### src/rtl/ps2_rx_frame_pkg.sv
// Shared PS/2 receive definitions: FSM state encoding, frame geometry,
// the break code seen by the display stage, and a counter-width helper.
package ps2_pkg;

    typedef enum logic [3:0] {
        IDLE   = 4'b0001,
        DATA   = 4'b0010,
        PARITY = 4'b0100,
        STOP   = 4'b1000
    } ps2_state_t;

    localparam int PS2_FRAME_BITS = 11;
    localparam int PS2_DATA_BITS  = 8;

    localparam logic [7:0] PS2_BREAK_CODE = 8'hF0;

    // Bits needed for a counter that must hold values 0..n-1 (at least 1).
    function automatic int ps2_cnt_w(input int n);
        return (n <= 2) ? 1 : $clog2(n);
    endfunction

endpackage

### src/rtl/ps2_rx_frame_if.sv
// Receiver-to-display bundle: received byte, its strobe, error pulses and
// the running byte count. The receiver drives it, the display stage reads it.
interface ps2_rx_frame_if;
    import ps2_pkg::*;

    logic [PS2_DATA_BITS-1:0] ps2dis_data;
    logic                     ps2dis_recFlag;
    logic                     parity_err;
    logic                     frame_err;
    logic [7:0]               rx_count;

    modport master (
        output ps2dis_data, ps2dis_recFlag, parity_err, frame_err, rx_count
    );

    modport slave (
        input ps2dis_data, ps2dis_recFlag, parity_err, frame_err, rx_count
    );

endinterface

### src/rtl/ps2_rx_frame_sync_filter.sv
// Brings the asynchronous PS/2 lines into the clk domain, removes short
// glitches from the clock line and produces a one-cycle pulse on each
// falling edge of the cleaned clock, alongside the synchronised data bit.
module ps2_sync_filter
    import ps2_pkg::*;
#(
    parameter int SYNC_STAGES = 2,
    parameter int FILTER_LEN  = 4
) (
    input  logic clk,
    input  logic rst,
    input  logic ps2_clk_i,
    input  logic ps2_data_i,
    output logic sample_evt_o,
    output logic data_s_o
);

    localparam int             FW       = ps2_cnt_w(FILTER_LEN);
    localparam logic [FW-1:0]  FLT_LAST = FW'(FILTER_LEN - 1);

    logic [SYNC_STAGES-1:0] clk_sync_q;
    logic [SYNC_STAGES-1:0] data_sync_q;
    logic                   clk_filt_q;
    logic                   clk_filt_prev_q;
    logic [FW-1:0]          flt_cnt_q;
    logic                   clk_s;

    assign clk_s = clk_sync_q[SYNC_STAGES-1];

    // Synchroniser chains; reset to the idle-high bus level.
    always_ff @(posedge clk) begin
        if (rst) begin
            clk_sync_q  <= '1;
            data_sync_q <= '1;
        end else begin
            clk_sync_q  <= {clk_sync_q[SYNC_STAGES-2:0], ps2_clk_i};
            data_sync_q <= {data_sync_q[SYNC_STAGES-2:0], ps2_data_i};
        end
    end

    // Filtered clock follows the synchronised clock only after FILTER_LEN
    // consecutive samples disagree with it; any agreeing sample restarts the run.
    always_ff @(posedge clk) begin
        if (rst) begin
            clk_filt_q      <= 1'b1;
            clk_filt_prev_q <= 1'b1;
            flt_cnt_q       <= '0;
        end else begin
            clk_filt_prev_q <= clk_filt_q;
            if (clk_s == clk_filt_q) begin
                flt_cnt_q <= '0;
            end else if (flt_cnt_q == FLT_LAST) begin
                clk_filt_q <= clk_s;
                flt_cnt_q  <= '0;
            end else begin
                flt_cnt_q <= flt_cnt_q + FW'(1);
            end
        end
    end

    assign sample_evt_o = clk_filt_prev_q & ~clk_filt_q;
    assign data_s_o     = data_sync_q[SYNC_STAGES-1];

endmodule

### src/rtl/ps2_rx_frame.sv
// PS/2 device-to-host frame receiver. Deserialises start/8 data/odd parity/
// stop frames and hands valid bytes to the display stage with a one-cycle
// strobe; bad or stalled frames are dropped with an error pulse.
module ps2_rx_frame
    import ps2_pkg::*;
#(
    parameter int SYNC_STAGES    = 2,
    parameter int FILTER_LEN     = 4,
    parameter int TIMEOUT_CYCLES = 50000
) (
    input  logic           clk,
    input  logic           rst,
    input  logic           ps2_clk,
    input  logic           ps2_data,
    ps2_rx_frame_if.master dis
);

    localparam int              TMO_W    = ps2_cnt_w(TIMEOUT_CYCLES);
    localparam logic [TMO_W-1:0] TMO_LAST = TMO_W'(TIMEOUT_CYCLES - 1);

    logic                       sample_evt;
    logic                       data_s;

    ps2_state_t                 state_q;
    logic [PS2_DATA_BITS-1:0]   shift_q;
    logic [2:0]                 bitcnt_q;
    logic                       par_q;
    logic [TMO_W-1:0]           tmo_q;
    logic                       ok_q;
    logic                       perr_q;
    logic                       ferr_q;

    logic [PS2_DATA_BITS-1:0]   data_q;
    logic                       rec_q;
    logic                       perr_out_q;
    logic                       ferr_out_q;
    logic [7:0]                 cnt_q;

    ps2_sync_filter #(
        .SYNC_STAGES (SYNC_STAGES),
        .FILTER_LEN  (FILTER_LEN)
    ) u_sync_filter (
        .clk          (clk),
        .rst          (rst),
        .ps2_clk_i    (ps2_clk),
        .ps2_data_i   (ps2_data),
        .sample_evt_o (sample_evt),
        .data_s_o     (data_s)
    );

    // Frame FSM plus stall timer. Verdicts (ok/parity/frame) are registered
    // here and turned into outputs by the next stage. A sample event in the
    // same cycle as the timer expiring takes priority over the timeout.
    always_ff @(posedge clk) begin
        if (rst) begin
            state_q  <= IDLE;
            shift_q  <= '0;
            bitcnt_q <= '0;
            par_q    <= 1'b0;
            tmo_q    <= '0;
            ok_q     <= 1'b0;
            perr_q   <= 1'b0;
            ferr_q   <= 1'b0;
        end else begin
            ok_q   <= 1'b0;
            perr_q <= 1'b0;
            ferr_q <= 1'b0;

            if (sample_evt || state_q == IDLE) tmo_q <= '0;
            else                               tmo_q <= tmo_q + TMO_W'(1);

            if (sample_evt) begin
                case (state_q)
                    IDLE: begin
                        // A high level here is a spurious start: ignore it.
                        if (!data_s) begin
                            state_q  <= DATA;
                            bitcnt_q <= '0;
                        end
                    end
                    DATA: begin
                        shift_q[bitcnt_q] <= data_s;
                        bitcnt_q          <= bitcnt_q + 3'd1;
                        if (bitcnt_q == 3'd7) state_q <= PARITY;
                    end
                    PARITY: begin
                        par_q   <= data_s;
                        state_q <= STOP;
                    end
                    STOP: begin
                        state_q <= IDLE;
                        if (!data_s)                 ferr_q <= 1'b1;
                        else if (^shift_q ^ par_q)   ok_q   <= 1'b1;
                        else                         perr_q <= 1'b1;
                    end
                    default: state_q <= IDLE;
                endcase
            end else if (state_q != IDLE && tmo_q == TMO_LAST) begin
                state_q  <= IDLE;
                bitcnt_q <= '0;
                ferr_q   <= 1'b1;
            end
        end
    end

    // Output stage: publishes the verdict one cycle later. shift_q is stable
    // here because the next data bit is at least two sample events away.
    always_ff @(posedge clk) begin
        if (rst) begin
            data_q     <= '0;
            rec_q      <= 1'b0;
            perr_out_q <= 1'b0;
            ferr_out_q <= 1'b0;
            cnt_q      <= '0;
        end else begin
            rec_q      <= ok_q;
            perr_out_q <= perr_q;
            ferr_out_q <= ferr_q;
            if (ok_q) begin
                data_q <= shift_q;
                cnt_q  <= cnt_q + 8'd1;
            end
        end
    end

    assign dis.ps2dis_data    = data_q;
    assign dis.ps2dis_recFlag = rec_q;
    assign dis.parity_err     = perr_out_q;
    assign dis.frame_err      = ferr_out_q;
    assign dis.rx_count       = cnt_q;

endmodule

### src/flat_wrapper.sv
// flat-port wrapper written by rule: the top's interface ports become plain ports
module ps2_rx_frame_flat import ps2_pkg::*;
#(
    parameter int SYNC_STAGES    = 2,
    parameter int FILTER_LEN     = 4,
    parameter int TIMEOUT_CYCLES = 50000
)
  (clk, rst, ps2_clk, ps2_data, dis_ps2dis_data, dis_ps2dis_recFlag, dis_parity_err, dis_frame_err, dis_rx_count);
  ps2_rx_frame_if dis_i ();
  input  logic clk;
  input  logic rst;
  input  logic ps2_clk;
  input  logic ps2_data;
  output wire logic [$bits(dis_i.ps2dis_data)-1:0] dis_ps2dis_data;
  output wire logic [$bits(dis_i.ps2dis_recFlag)-1:0] dis_ps2dis_recFlag;
  output wire logic [$bits(dis_i.parity_err)-1:0] dis_parity_err;
  output wire logic [$bits(dis_i.frame_err)-1:0] dis_frame_err;
  output wire logic [$bits(dis_i.rx_count)-1:0] dis_rx_count;
  assign dis_ps2dis_data = dis_i.ps2dis_data;
  assign dis_ps2dis_recFlag = dis_i.ps2dis_recFlag;
  assign dis_parity_err = dis_i.parity_err;
  assign dis_frame_err = dis_i.frame_err;
  assign dis_rx_count = dis_i.rx_count;
  ps2_rx_frame #(.SYNC_STAGES(SYNC_STAGES), .FILTER_LEN(FILTER_LEN), .TIMEOUT_CYCLES(TIMEOUT_CYCLES)) u_core (.clk(clk), .rst(rst), .ps2_clk(ps2_clk), .ps2_data(ps2_data), .dis(dis_i));
endmodule
### config.mk
export PLATFORM = sky130hd
export DESIGN_NAME = ps2_rx_frame_flat
export DESIGN_NICKNAME = d
export VERILOG_FILES = /design/src/rtl/ps2_rx_frame_pkg.sv /design/src/rtl/ps2_rx_frame_if.sv /design/src/rtl/ps2_rx_frame_sync_filter.sv /design/src/rtl/ps2_rx_frame.sv /design/src/flat_wrapper.sv
export SDC_FILE = /design/constraint.sdc
export NUM_CORES = 1
export LEC_CHECK = 0
export CORE_MARGIN = 4
export CORE_UTILIZATION = 25
export DETAILED_ROUTE_END_ITERATION = 6
export PLACE_DENSITY = 0.52
export REMOVE_ABC_BUFFERS = 1
export SLEW_MARGIN = 5
export SYNTH_ARGS = -nofsm -noshare
export SYNTH_HDL_FRONTEND = slang
export SYNTH_SLANG_ARGS = --single-unit
### constraint.sdc
create_clock -name clk -period 2.6 [get_ports clk]
set_input_delay 0.39 -clock clk [delete_from_list [all_inputs] [get_ports clk]]
set_output_delay 0.39 -clock clk [all_outputs]
set_load 0.05 [all_outputs]
-- Yosys cells after proc, flatten, opt, wreduce, memory -nomap -nowiden
Cells that the tools add are included.
- output and inout port bits: 19
- logic and storage cells: 74
- flip-flop bits (word level): 62
- eq/ne operators: 12
- multiplexer cells: 18
- reduce and logical (&&, ||, !) cells: 13
- bitwise gates (word level): 7
- magnitude comparators: 2
- add/subtract/negate cells: 4
- operator list (cell ; number):
    $add 16x1->16 const B ; 1
    $eq 16x16->1 const B ; 1
    $mux 4 ; 4
    $pmux 4 s3 ; 1
    $mux 3 ; 3
    $ne 3x3->1 const B ; 3
    $add 8x1->8 const B ; 1
    $bwmux 8 ; 1
    $reduce_xor 8->1 ; 1
    $mux 1 ; 7
    $pmux 3 s2 ; 1
    $reduce_and 2->1 ; 3
    $reduce_and 3->1 ; 2
    $not 1->1 ; 5
    $eq 4x1->1 const B ; 1
    $eq 4x2->1 const B ; 1
    $eq 4x3->1 const B ; 1
    $eq 4x4->1 const B ; 1
    $lt 3x4->1 const B ; 1
    $ne 4x1->1 const B ; 1
    $reduce_or 4->1 ; 1
    $add 3x1->3 const B ; 1
    $demux 1 s3 ; 1
    $eq 3x3->1 const B ; 1
    11 further kinds ; 12

-- Longest topological paths before layout
Gate-level depths: netlist of run 1.
- depth after elaboration: 5
- mapped depth: 7
- gate-level depth less buffers: 6

-- Modules after synthesis
A second synthesis of run 1 with hierarchy kept.
- cell total of the unflattened synthesis: 285
- area total of the unflattened synthesis: 2746.4 µm²
- modules (own cells, without submodules) (module ; cells each ; times used ; area each (µm²) ; sequential area each (µm²)):
    ps2_rx_frame ; 265 ; 1 ; 2488.6 ; 1081.0
    ps2_sync_filter ; 20 ; 1 ; 257.7 ; 160.2

-- Least setup slack after synthesis of run 1
Ideal clock, no wire load.
- path type: reg-to-reg
- from: reg u_core.u_sync_filter.clk_filt_q
- to: reg u_core.shift_q[4]
- stages on the path, launching flop included: 8
- arrival: 1.672 ns
- setup slack: 0.800 ns
- data required time: 2.472 ns
- cells stage by stage: dfxtp_1 > nand2b_4 > buf_6 > or4_4 > buf_6 > nor4b_4 > mux2i_1 > nor2_1
- word-level cells in the longest chain between the ends: 3
- RTL lines (element ; line ; text):
    from (decl) ; ps2_rx_frame_sync_filter.sv:23 ; logic clk_filt_q;
    from (signal assigned) ; ps2_rx_frame_sync_filter.sv:53 ; clk_filt_q <= clk_s;
    $not 1->1 ; ps2_rx_frame_sync_filter.sv:61 ; assign sample_evt_o = clk_filt_prev_q & ~clk_filt_q;
    $and 1x1->1 ; ps2_rx_frame_sync_filter.sv:61 ;
    $reduce_and 2->1 (no source line) ; - ;
    to (signal, indexed assignment) ; ps2_rx_frame.sv:82 ; shift_q[bitcnt_q] <= data_s;
    to (decl) ; ps2_rx_frame.sv:25 ; logic [PS2_DATA_BITS-1:0] shift_q;
Every way passes these cells.
A chain may end at the register's enable or synchronous reset.

-- Final worst setup path of run 1
- from: reg u_core.cnt_q[2] (netlist: u_core.dis.rx_count[2])
- to: out dis_rx_count[2]
- RTL lines (element ; line ; text):
    from (decl) ; ps2_rx_frame.sv:37 ; logic [7:0] cnt_q;
    from (signal assigned) ; ps2_rx_frame.sv:121 ; cnt_q <= cnt_q + 8'd1;
    to (decl) ; flat_wrapper.sv:18 ; output wire logic [$bits(dis_i.rx_count)-1:0] dis_rx_count;
No word-level cell between the ends.

==> key figures, run 1 <==
Outcome
  • Outcome: finished clean

Yosys
  • Post-synthesis cell area: 0.002624 sq mm
  • Yosys cell types: 42
  • Mux cell area share after synthesis: 6.867%
  • YS warnings: 0
  • XOR/XNOR Fraction of Synth Area: 9.347%
  • Main combinational cell family by area after synthesis: simple AND/OR/NAND/NOR gates
  • Register bit total from synthesis: 62
  • Post-Synth Adder-Cell Area: 2.384%
  • FFs w/ async S/R, synth: 0%
  • Synthesized area per cell: 9.576 sq um
  • Sequential area share after synthesis: 47.31%
  • Post-synth top flop: dfxtp_1
  • Post-synth EDFFs: 0
  • Cells after Synth: 274
  • Simple-Gate Fraction of Synth Area: 26.37%
  • Synth Area in Compound Gates: 4.101%

GRT
  • Largest net degree at the start of global routing: 26
  • Gr usage total: 8.226%
  • Number of global-route vias before repair: 1846
  • Initial antenna violation count: 0
  • GR Overflow Total: 0
  • Global-route wire length before repair: 8273 microns

Timing
  • Worst slew pin tran: 0.7648 ns
  • Clock Skews: 0.006714 ns
  • Final Hold Vio Count: 0
  • Slew Limit Headroom: 48.59%
  • Fmax: 506.4 MHz
  • Max Transition Viols Final: 0
  • Unrepaired setup endpoints after global routing: false
  • # setup viols final: 0
  • Final Critical Period: 1.975 ns
  • Final TNS setup: 0 ns
  • Hold slack final: 0.4072 ns
  • Tcrit/Tclk final: 75.95%

Worst setup path
  • Worst reg2reg path endpoint: u_core.tmo_q[7]$_SDFF_PP0_
  • CP Capture Type: output pin
  • CP top delay family: buffers and inverters
  • Crit-path max FO: 5
  • Critical path arrival: 1.58 ns
  • Cell Chain, Critical Path: clkdlybuf4s50_1
  • R2r setup slk: 0.75 ns
  • WS Path Type: flip-flop to output pin
  • Critical path's slowest cell: clkdlybuf4s50_1
  • Data required, critical path: 2.21 ns
  • R2R cell count: 4
  • Largest stage delay, worst path: 0.84 ns
  • CP Launch Type: flip-flop
  • RR Startpoint: u_core.state_q[0]$_SDFFE_PP1P_
  • Worst Path Buf+Inv: 1
  • Stages on the worst setup path: 1

Clock tree
  • Post-CTS Setup Inserts: 0
  • Clock transition at the registers of the reported paths: 0.06 ns
  • Post-cts resize count: 0
  • CTS buffer count: 9
  • CTS HTree Levels: 3
  • Root buffer cell: clkbuf_8
  • CTS Sinks: 62
  • Hold-fix buffers, CTS: 0
  • Clk Latency, worst-skew pair: 0.33 ns
  • CTS tree: built
  • Clock Path Buffers: 2

Cells and area
  • Diode count: 0
  • Most frequent cells in the layout: dfxtp_1 (62), nor2_1 (58), clkdlybuf4s50_1 (22), mux2i_1 (18), xor2_1 (15)
  • Filler cell count: 1098
  • # nets final: 303
  • Most common cell after layout, fill and taps aside: dfxtp_1
  • Layout cell share with drive strength beyond 1: 9.459%
  • Final Core Density: 30.34%
  • Layout area overhead: 18.84%

Routing
  • Drt drc: 0
  • Final ANT Viol Nets: 0
  • DRT iter0 DRCs: 98
  • Total number of vias: 1871
  • Final WL: 4690 microns
  • TritonRoute pass-1 iters: 4
  • DR WL/cell: 10.86 microns
  • Avg Vias per Cell: 4.331

Floorplanning
  • Ports: 23
  • Die Wd: 110.4 microns
  • Die Height: 110.4 microns
  • Site Rows: 37
  • Starting Density: 25.53%
  • Core Region: 0.01028 sq mm
  • Die area: 0.01220 sq mm

Placement
  • GPL Wtd Cong: 0.7588
  • Port bufs: 22
  • Post-DP HPWL: 3184 microns

Worst hold path
  • Hold depth: 1
  • Worst hold path class: flip-flop to flip-flop
  • Origin of the worst min-delay path: u_core.u_sync_filter.clk_sync_q[0]$_SDFF_PP1_
  • Worst Hold Path EP: u_core.u_sync_filter.clk_sync_q[1]$_SDFF_PP1_

Power and ir drop
  • Static Leak: 1.090 nW
  • Peak VDD IR: 0.1549 mV
  • Pwr dens: 541.2 mW/mm^2

Flow run
  • Number of max-cap violations: 0
-- synthesized netlist by cell type (2+ instances only) --
cell type	instances	area share, %
dfxtp_1	62	47
nor2_1	58	8.3
o22ai_1	2	0.48
nand4_1	10	2.4
nor2b_1	7	1.7
nor4b_4	2	1.8
and4_1	2	0.67
nor4_2	2	0.95
nand2_1	8	1.1
nor4b_1	2	0.67
buf_6	2	0.86
xor2_1	15	5.0
buf_1	3	0.43
nand3_1	6	1.1
a21oi_1	6	1.1
clkbuf_1	7	1.0
a32oi_1	2	0.67
mux2i_1	18	6.9
or3_1	3	0.72
or2_2	5	1.2
nand2b_1	3	0.72
buf_2	4	0.76
xnor2_1	13	4.3
nand4b_1	3	1.0
inv_1	4	0.57
o21ai_0	2	0.38
ha_1	5	2.4
and3_1	4	0.95
-- how the worst max path moves through the flow --
stage,from,to,slack (ns)
floorplan,u_core.u_sync_filter.clk_filt_q$_SDFFE_PP1P_,u_core.shift_q[4]$_SDFFE_PP0P_,0.94
global placement,u_core.state_q[0]$_SDFFE_PP1P_,u_core.tmo_q[2]$_SDFF_PP0_,0.80
detailed placement,u_core.state_q[0]$_SDFFE_PP1P_,u_core.tmo_q[7]$_SDFF_PP0_,0.75
CTS,u_core.dis.rx_count[2]$_SDFFE_PP0P_,dis_rx_count[2],0.59
global route,u_core.dis.rx_count[2]$_SDFFE_PP0P_,dis_rx_count[2],0.55
finish,u_core.dis.rx_count[2]$_SDFFE_PP0P_,dis_rx_count[2],0.63
-- state kept, by name, indices dropped and copies added (netlist names) --
signal and flops:
u_core.u_sync_filter.clk_filt_prev_q 1, u_core.ferr_q 1, u_core.dis.ps2dis_recFlag 1, u_core.dis.ps2dis_data 8
u_core.ok_q 1, u_core.perr_q 1, u_core.dis.rx_count 8, u_core.u_sync_filter.clk_sync_q 2
u_core.dis.parity_err 1, u_core.u_sync_filter.flt_cnt_q 2, u_core.dis.frame_err 1, u_core.par_q 1
u_core.tmo_q 16, u_core.shift_q 8, u_core.state_q 4, u_core.u_sync_filter.data_sync_q 2
u_core.bitcnt_q 3, u_core.u_sync_filter.clk_filt_q 1
-- per-stage QoR --
| stage | power (W) | area, sq um | cells | worst slack [ns] |
|---|---|---|---|---|
| finish | 0.001688 | 3118 | 432 | 0.6252 |
| global route | 0.001769 | 3118 | 432 | 0.5539 |
| CTS | 0.001724 | 3118 | 432 | 0.5875 |
| detailed placement | 0.001001 | 2957 | 419 | 0.7464 |
| global placement | 0.001001 | 2957 | 419 | 0.7975 |
| floorplan | 0.0009814 | 2544 | 258 | 0.9407 |
-- cells by family (layout without fill, tap and decap cells) --
logic type | Yosys count | after routing
AOI/OAI and AO/OA | 17 | 17
and+or+nand+nor | 124 | 124
muxes | 18 | 18
DFF | 62 | 62
buffers and inverters | 20 | 42
adders and majority gates | 5 | 5
xor gates and xnor gates | 28 | 28
-- per-layer routing --
layer | up-vias | wire length, microns | part of all wire (%) | GRT usage [%]
met5 | - | 0 | 0 | 0
met4 | 0 | 99 | 2.1 | 4.680
met3 | 11 | 237 | 5.1 | 3.178
met2 | 45 | 2020 | 43 | 12.01
met1 | 847 | 2332 | 50 | 10.29
li1 | 968 | - | - | -
-- where the power goes --
group,switching (W),leakage [nW],internal [W]
clock network,0.000330,0.0869,0.000378
logic,0.0000128,0.503,0.00000962
registers,0.00000329,0.500,0.000953
total,0.000346,1.09,0.00134
-- final cells by class --
cell class / instances / area (sq um) / area share (%)
Tap cell: 136 / 170.2 / 5.457
Multi-Input combinational cell: 192 / 1287 / 41.29
Inverter: 4 / 15.01 / 0.4815
Clock inverter: 2 / 10.01 / 0.3210
Timing Repair Buffer: 25 / 242.7 / 7.785
Clock buffer: 11 / 151.4 / 4.856
Sequential cell: 62 / 1241 / 39.81
-- worst reg2reg max path, stage by stage (launching register included) --
cell,delay (ns)
dfxtp_1,0.47
or4b_1,0.52
and2_1,0.20
nand2b_1,0.43
nor2_1,0.11
Note: power is estimated with default switching activity, not from simulation.
==> inputs of run 2 (changes only) <==
- clock period: 2.6 -> 1.9 ns (I/O delays scaled with it)
==> key figures, run 2 (same netlist as run 1, synthesis figures left out) <==
Cells and area
  • Max reg flops: 16
  • # nets final: 309
  • Layout cell share with drive strength beyond 1: 12.13%
  • Largest Register: u_core.tmo_q
  • Most frequent cells in the layout: dfxtp_1 (62), nor2_1 (58), mux2i_1 (18), clkdlybuf4s50_1 (18), xor2_1 (15)
  • Layout area overhead: 22.03%
  • Diode count: 0
  • Most common cell after layout, fill and taps aside: dfxtp_1

GRT
  • Largest net degree at the start of global routing: 18
  • GR Overflow Total: 0
  • Initial antenna violation count: 0
  • Number of global-route vias before repair: 1835
  • Global-route wire length before repair: 8576 microns
  • Gr usage total: 8.434%

Worst setup path
  • RR Startpoint: u_core.u_sync_filter.clk_filt_q$_SDFFE_PP1P_
  • Cell Chain, Critical Path: clkdlybuf4s50_1
  • WS Path Type: flip-flop to output pin
  • Crit-path max FO: 4
  • CP Launch Type: flip-flop
  • CP top delay family: buffers and inverters
  • Critical path's slowest cell: clkdlybuf4s50_1
  • Stages on the worst setup path: 1
  • R2r setup slk: 0.16 ns
  • R2R cell count: 5
  • Data required, critical path: 1.62 ns
  • Worst Path Buf+Inv: 1
  • Critical path arrival: 1.54 ns
  • Largest stage delay, worst path: 0.82 ns
  • CP Capture Type: output pin
  • Worst reg2reg path endpoint: u_core.shift_q[4]$_SDFFE_PP0P_

Timing
  • Worst slew pin tran: 0.5056 ns
  • Max Transition Viols Final: 0
  • Slew Limit Headroom: 66.24%
  • Clock Skews: 0.008042 ns
  • Tcrit/Tclk final: 96.24%
  • Unrepaired setup endpoints after global routing: false
  • Fmax: 546.9 MHz
  • Final Critical Period: 1.828 ns
  • Hold slack final: 0.4112 ns
  • Final Hold Vio Count: 0
  • Final TNS setup: 0 ns
  • # setup viols final: 0
  • Slack of the critical path: 0.07152 ns

Clock tree
  • CTS HTree Levels: 3
  • Clk Latency, worst-skew pair: 0.34 ns
  • Clock Path Buffers: 2
  • Clock transition at the registers of the reported paths: 0.08 ns
  • Root buffer cell: clkbuf_8
  • CTS buffer count: 9
  • CTS Sinks: 62
  • Hold-fix buffers, CTS: 0
  • CTS tree: built

Placement
  • Post-DP HPWL: 3295 microns
  • GPL Wtd Cong: 0.8253
  • DP Worst Slack: 0.1559 ns
  • Port bufs: 22

Floorplanning
  • Die area: 0.01220 sq mm
  • Die Wd: 110.4 microns
  • Site Rows: 37
  • Ports: 23
  • Starting Density: 25.53%
  • Core Region: 0.01028 sq mm
  • Die Height: 110.4 microns

Power and ir drop
  • Switch Pwr: 0.0005639 W
  • Peak VDD IR: 0.2727 mV
  • Static Leak: 1.180 nW
  • Pwr dens: 778.3 mW/mm^2
  • Switch share: 22.63%
  • Reg power frac: 52.5%
  • Clock Power Share: 46.2%
  • Combinational share of power: 1.4%
  • Total Power: 0.002492 W
  • P_int: 0.001928 W

Flow run
  • Number of max-cap violations: 0

Routing
  • WL met2: 2031 microns
  • Met1 Routed Length: 2469 microns
  • Final ANT Viol Nets: 0
  • Met3 WL post-DR: 209 microns
  • DRT iter0 DRCs: 115
  • Avg Vias per Cell: 4.302
  • Total number of vias: 1897
  • Drt drc: 0
  • TritonRoute pass-1 iters: 4
  • DR top layer: met4
  • Final WL: 4773 microns
  • DR WL/cell: 10.82 microns

Worst hold path
  • Worst Hold Path EP: u_core.u_sync_filter.data_sync_q[1]$_SDFF_PP1_
  • Hold depth: 1
  • Worst hold path class: flip-flop to flip-flop
  • Origin of the worst min-delay path: u_core.u_sync_filter.data_sync_q[0]$_SDFF_PP1_

Outcome
  • Outcome: finished clean
## run 2: cell types whose count changed in the layout (fill, tap and decap cells not counted)
cell,change
clkinvlp_4,+1
dlygate4sd2_1,+2
bufinv_16,+1
clkinv_4,+2
clkdlybuf4s50_1,-4
clkbuf_8,-2
buf_4,+6
inv_6,+1
dlymetal6s2s_1,+2
## run 2: layer usage
layer,vias up,global-route usage [%]
met5,-,0
met1,881,11.34
li1,986,-
met4,0,2.627
met3,5,4.055
met2,25,11.85
## run 2: power groups by stage
stage | clock, W | sequential (W) | combinational, W
2_1_floorplan | 0 | 0.00134 | 0.00000684
3_3_place_gp | 0 | 0.00134 | 0.0000351
3_5_place_dp | 0 | 0.00134 | 0.0000347
4_1_cts | 0.00120 | 0.00131 | 0.0000348
5_1_grt | 0.00126 | 0.00131 | 0.0000379
6_report | 0.00115 | 0.00131 | 0.0000338
## run 2: layout make-up
type	instances	area, sq um
fillers	1092	7076
multi-input cells	192	1287
flip-flops and latches	62	1241
repair buffers	31	290.3
well taps	136	170.2
clock buffers	9	123.9
clock inverters	7	73.82
inverters	4	15.01
## run 2: worst max path at each step
stage | slack, ns | end | from
2_1_floorplan | 0.24 | u_core.shift_q[4]$_SDFFE_PP0P_ | u_core.u_sync_filter.clk_filt_q$_SDFFE_PP1P_
3_3_place_gp | 0.18 | u_core.shift_q[4]$_SDFFE_PP0P_ | u_core.u_sync_filter.clk_filt_q$_SDFFE_PP1P_
3_5_place_dp | 0.16 | u_core.shift_q[4]$_SDFFE_PP0P_ | u_core.u_sync_filter.clk_filt_q$_SDFFE_PP1P_
4_1_cts | 0.02 | dis_rx_count[0] | u_core.dis.rx_count[0]$_SDFFE_PP0P_
5_1_grt | 0.000007 | dis_rx_count[6] | u_core.dis.rx_count[6]$_SDFFE_PP0P_
6_report | 0.07 | dis_rx_count[1] | u_core.dis.rx_count[1]$_SDFFE_PP0P_
## run 2: what timing repair did
action | CTS | global route
endpoints found under the hold margin | 0 | 0
endpoints found under the setup margin | 2 | 2
gates resized for setup | 2 | 2
setup buffers | 0 | 0
## run 2: stage by stage
step                util, %  cells  instance area (sq um)
global placement      29.21    425                   3002
global route          31.15    441                   3202
CTS                   31.11    441                   3197
detailed placement    29.21    425                   3002
floorplan                 -    258                   2544
finish                31.15    441                   3202
